==> src/rtl/mem_seq.sv <==
// mem_seq: MEM-stage memory sequencer. Splits a 32-bit access into up to two
// 16-bit beats on a req/ack bus, holds the pipeline until it completes and
// presents the merged read word in DONE.
// Optional feature macro: MEM_SEQ_TIMEOUT_EN (per-beat ack timeout, bus_err_o).
module mem_seq #(
    parameter int unsigned ADDR_W  = 20,
    parameter int unsigned TIMEOUT = 255
) (
    input  logic              clk,
    input  logic              rst,
    input  logic [5:0]        stall,
    input  logic              flush,
    input  logic              req_i,
    input  logic              we_i,
    input  logic [31:0]       addr_i,
    input  logic [31:0]       wdata_i,
    input  logic [3:0]        sel_i,
    output logic [31:0]       rdata_o,
    output logic              stallreq_o,
    output logic [1:0]        cnt_o,
    output logic              bus_req_o,
    output logic              bus_we_o,
    output logic [ADDR_W-1:0] bus_addr_o,
    output logic [15:0]       bus_wdata_o,
    output logic [1:0]        bus_be_o,
    input  logic              bus_ack_i,
    input  logic [15:0]       bus_rdata_i,
    output logic              bus_err_o
);

    typedef enum logic [2:0] {StIdle, StLo, StHi, StDone, StDrain} state_e;

    state_e            state_q, state_d;
    logic              we_q, we_d;
    logic              hi_q, hi_d;      // current beat is the upper halfword
    logic [ADDR_W-2:0] baddr_q, baddr_d;
    logic [31:0]       wdata_q, wdata_d;
    logic [3:0]        sel_q, sel_d;
    logic [31:0]       rdata_q, rdata_d;
    logic              ack;
    logic              tmo;

    assign bus_req_o = (state_q == StLo) || (state_q == StHi) || (state_q == StDrain);
    assign ack       = bus_req_o & bus_ack_i;

    // Reset gating keeps every output at 0 while rst is held.
    assign stallreq_o = req_i & ~rst & (state_q != StDone);

    // Bus fields are driven only while a beat is outstanding.
    assign bus_we_o    = bus_req_o & we_q;
    assign bus_addr_o  = bus_req_o ? {baddr_q, hi_q} : '0;
    assign bus_wdata_o = !bus_req_o ? 16'h0 : (hi_q ? wdata_q[31:16] : wdata_q[15:0]);
    assign bus_be_o    = !bus_req_o ? 2'b00 : (hi_q ? sel_q[3:2] : sel_q[1:0]);
    assign rdata_o     = rdata_q;

    logic unused_bits;
    assign unused_bits = ^{addr_i[31:ADDR_W+1], addr_i[1:0], stall[5], stall[3:0]};

`ifdef MEM_SEQ_TIMEOUT_EN
    logic [7:0] wait_q, wait_d;

    assign tmo       = bus_req_o && !bus_ack_i && (wait_q == 8'(TIMEOUT - 1));
    assign bus_err_o = tmo;

    // Wait counter: restarts on each new beat, counts unacknowledged request cycles.
    always_comb begin
        wait_d = wait_q;
        if (state_d != state_q && (state_d == StLo || state_d == StHi)) begin
            wait_d = '0;
        end else if (bus_req_o && !bus_ack_i) begin
            wait_d = wait_q + 8'd1;
        end
    end

    // Wait counter register.
    always_ff @(posedge clk or posedge rst) begin
        if (rst) begin
            wait_q <= '0;
        end else begin
            wait_q <= wait_d;
        end
    end
`else
    logic unused_timeout;
    assign unused_timeout = (TIMEOUT == 0);
    assign tmo            = 1'b0;
    assign bus_err_o      = 1'b0;
`endif

    // Phase code seen by the MEM/WB register.
    always_comb begin
        cnt_o = 2'b00;
        case (state_q)
            StLo:    cnt_o = 2'b01;
            StHi:    cnt_o = 2'b10;
            StDone:  cnt_o = 2'b11;
            default: cnt_o = 2'b00;
        endcase
    end

    // Next-state, request latching and read-data merge.
    always_comb begin
        state_d = state_q;
        we_d    = we_q;
        hi_d    = hi_q;
        baddr_d = baddr_q;
        wdata_d = wdata_q;
        sel_d   = sel_q;
        rdata_d = rdata_q;
        unique case (state_q)
            StIdle: begin
                if (!flush && req_i) begin
                    we_d    = we_i;
                    baddr_d = addr_i[ADDR_W:2];
                    wdata_d = wdata_i;
                    sel_d   = sel_i;
                    rdata_d = '0;
                    if (|sel_i[1:0]) begin
                        state_d = StLo;
                        hi_d    = 1'b0;
                    end else if (|sel_i[3:2]) begin
                        state_d = StHi;
                        hi_d    = 1'b1;
                    end else begin
                        state_d = StDone;
                    end
                end
            end
            StLo, StHi: begin
                if (flush) begin
                    // A beat that completes or expires with the flush needs no drain.
                    state_d = (ack || tmo) ? StIdle : StDrain;
                end else if (ack) begin
                    if (!we_q) begin
                        if (hi_q) begin
                            rdata_d[31:16] = bus_rdata_i;
                        end else begin
                            rdata_d[15:0] = bus_rdata_i;
                        end
                    end
                    if (!hi_q && (|sel_q[3:2])) begin
                        state_d = StHi;
                        hi_d    = 1'b1;
                    end else begin
                        state_d = StDone;
                    end
                end else if (tmo) begin
                    rdata_d = '0;
                    state_d = StDone;
                end
            end
            StDone: begin
                if (flush || !stall[4]) begin
                    state_d = StIdle;
                end
            end
            StDrain: begin
                if (ack || tmo) begin
                    state_d = StIdle;
                end
            end
            default: state_d = StIdle;
        endcase
    end

    // State and latched-request registers.
    always_ff @(posedge clk or posedge rst) begin
        if (rst) begin
            state_q <= StIdle;
            we_q    <= 1'b0;
            hi_q    <= 1'b0;
            baddr_q <= '0;
            wdata_q <= '0;
            sel_q   <= '0;
            rdata_q <= '0;
        end else begin
            state_q <= state_d;
            we_q    <= we_d;
            hi_q    <= hi_d;
            baddr_q <= baddr_d;
            wdata_q <= wdata_d;
            sel_q   <= sel_d;
            rdata_q <= rdata_d;
        end
    end

endmodule

==> config.mk <==
export PLATFORM = sky130hd
export DESIGN_NAME = mem_seq
export DESIGN_NICKNAME = d
export VERILOG_FILES = /design/src/rtl/mem_seq.sv
export SDC_FILE = /design/constraint.sdc
export NUM_CORES = 1
export LEC_CHECK = 0
export CORE_MARGIN = 5
export CORE_UTILIZATION = 44
export CTS_CLUSTER_SIZE = 24
export DETAILED_ROUTE_END_ITERATION = 8
export PLACE_DENSITY = 0.82
export SLEW_MARGIN = 20
export SYNTH_ARGS = -nofsm -noshare
export SYNTH_HDL_FRONTEND = slang
export SYNTH_SLANG_ARGS = --single-unit
==> constraint.sdc <==
create_clock -name clk -period 5.7 [get_ports clk]
set_clock_uncertainty 0.05 [all_clocks]
set_input_delay 1.425 -clock clk [delete_from_list [all_inputs] [get_ports clk]]
set_output_delay 1.425 -clock clk [all_outputs]
set_load 0.05 [all_outputs]
==> impl_metrics.ini <==
[floorplan]
rows = 36
die_h_um = 109
die_x_um = 109
dieArea_um2 = 11800
core_area_um2 = 9640
initial_core_util_pct = 44.6
ioPinCount = 172

[synth]
synthMostInstantiatedCell = dfrtp_1
syn-num-nets = 454
yosysWarnings = 0
ys.flop_type = dfrtp_1
synth_area_leader_cell = dfrtp_1
synthTopCellsByCount = 92 x dfrtp_1, 50 x mux2i_1, 40 x mux2_1, 37 x inv_1, 24 x nor2_1
syn_area_um2 = 4300
synth_top_area_share_pct = 53.6
synthCells = 358
synth_top_cells_by_area = dfrtp_1 54%, mux2i_1 12%, mux2_1 10%
seq_area_frac_synth_pct = 53.6
synth_edf_count = 0
avgSynthCellArea_um2 = 12.0
synth.distinct_cells = 37
ys_async_sr_fraction_pct = 100
ys_ff_latch = 92

[timing]
setup_viol = 0
fin_crit_sh_pct = 80.1
worst_slew_pin_slew_ns = 0.893
fin_crit_ns = 4.57
finalHoldViolations = 0
max_freq_mhz = 219
slew_headroom_pct = 40.5
rsz0062_at_grt = no
fin_setup_tns_ns = 0
drv_slew = 0

[job]
drv_cap = 0

[clock_network]
htreeDepth = 3
cts_buffer_depth = 2
cts_setup_buffers = 0
cts_num_sinks = 92
cts_buffers = 9
clk_pin_slew_ns = 0.09
tritoncts = built
cts-resized-gates = 0
cts-root-buf = clkbuf_8
hold_buffers = 0
clock_latency_ns = 0.35

[drt]
drcViolationCount = 0
vias_per_cell = 4.84
dr.pass1.iters = 4
drt_iter0_markers = 115
vias = 3109
ant_nets = 0
totalWireLength_um = 10400
post_drt_wl_per_cell_um = 16.2

[global_routing]
grt.busiest_layer = met2
grt_use_met1_pct = 21.5
grt_max_degree = 70
antenna_found_initial = 0
grt_pass1_vias = 3334
grt_pass1_wl_um = 16500
use_met3_pct = 4.38
gr-usage-met2_pct = 31.5
grt-ovfl-total = 0
grt_usage_pct = 17.8

[place]
dp_hpwl_um = 7610
gp_congestion = 0.724
portBuffers = 152

[setup_path]
cp-start-kind = flop
cp_max_fo = 26
required_ns = 4.22
critPathKind = reg -> out
endpoint_kind = output port
cp.arrival_ns = 3.09
path_cells = xnor2_1 -> nor2_4 -> a21oi_4 -> buf_16 -> nor2b_1 -> clkdlybuf4s50_1
crit_start = state_q[0]$_DFFE_PP0P_
path_delay_family = buffers and inverters
critPathMaxStageDelay_ns = 0.84
crit-reg2reg-launch = state_q[0]$_DFFE_PP0P_
crit_slowest_cell = clkdlybuf4s50_1
crit_buf_inv = 2

[layout]
syn2layout_area_growth_pct = 42.5
fillers = 791
drive_gt1_share_pct = 9.80
antenna_cells = 0
fin_nets = 602

[worst_hold_path]
min_from = baddr_q[4]$_DFFE_PP0P_
hold_path_class = reg -> reg

[status]
status = complete, no violations
[cells by family after synthesis]
kind of cell | synth area share (%)
muxes | 26.3
DFF | 53.6
and+or+nand+nor | 9.14
buffers and inverters | 6.08
AOI/OAI and AO/OA | 4.42
xor gates and xnor gates | 0.408
other | 0.0872
[layout by cell type, fill, tap and decap left out, types with 2 or more instances in the layout]
| cell type | count |
|---|---|
| clkbuf_8 | 10 |
| a21oi_1 | 5 |
| inv_1 | 36 |
| mux2_2 | 16 |
| a21oi_4 | 3 |
| nand2b_1 | 2 |
| dfrtp_1 | 91 |
| nor2_1 | 24 |
| mux2i_1 | 50 |
| nor2_2 | 2 |
| buf_4 | 3 |
| clkinvlp_4 | 3 |
| nand2_1 | 19 |
| o211ai_1 | 2 |
| nor2b_1 | 22 |
| a21oi_2 | 3 |
| or3_1 | 2 |
| mux2_1 | 40 |
| clkdlybuf4s50_1 | 152 |
[state kept, by name (all words and copies together), names as in the netlist]
signal	count
hi_q	1
state_q	3
baddr_q	19
rdata_o	32
wdata_q	32
we_q	1
sel_q	4
[cell type report]
cell class / instances / area, um2 / area share, %
Tap cell: 133 / 166 / 2.72
Timing Repair Buffer: 156 / 1570 / 25.7
Multi-Input combinational cell: 210 / 1750 / 28.6
Clock buffer: 11 / 141 / 2.31
Inverter: 37 / 143 / 2.33
Clock inverter: 4 / 50.0 / 0.817
Sequential cell: 92 / 2300 / 37.6
[worst paths after layout]
kind | end | slack, ns | cells past startpoint
min in group asynchronous | wdata_q[17]$_DFFE_PP0P_ | 1.47 | 3
hold reg to reg | baddr_q[4]$_DFFE_PP0P_ | 0.44 | 1
setup reg to reg | wdata_q[11]$_DFFE_PP0P_ | 3.26 | 4
hold / removal | baddr_q[4]$_DFFE_PP0P_ | 0.44 | 1
max in group asynchronous | hi_q$_DFFE_PP0P_ | 2.91 | 4
setup / recovery | bus_addr_o[8] | 1.13 | 6
[metrics by stage]
step | area (um2) | util [%] | instances | hold slack, ns | setup slack (ns)
4_1_cts | 6100 | 63.3 | 642 | 0.444 | 0.955
3_5_place_dp | 5910 | 61.3 | 627 | 0.423 | 1.25
3_3_place_gp | 5900 | 61.3 | 627 | 0.415 | 1.24
2_1_floorplan | 4300 | - | 358 | 0.406 | 0.923
5_1_grt | 6120 | 63.5 | 643 | 0.465 | 0.880
6_report | 6120 | 63.5 | 643 | 0.440 | 1.13
[routing by layer]
metal | vias up | share of wire (%) | wire, um
li1 | 1478 | - | -
met1 | 1533 | 40 | 4200
met2 | 86 | 52 | 5430
met3 | 12 | 5.5 | 573
met4 | 0 | 1.8 | 190
met5 | - | 0 | 0
Power is left out: the tool's default activity adds up to more than one toggle a clock period on the data nets, which glitch-free logic cannot reach.
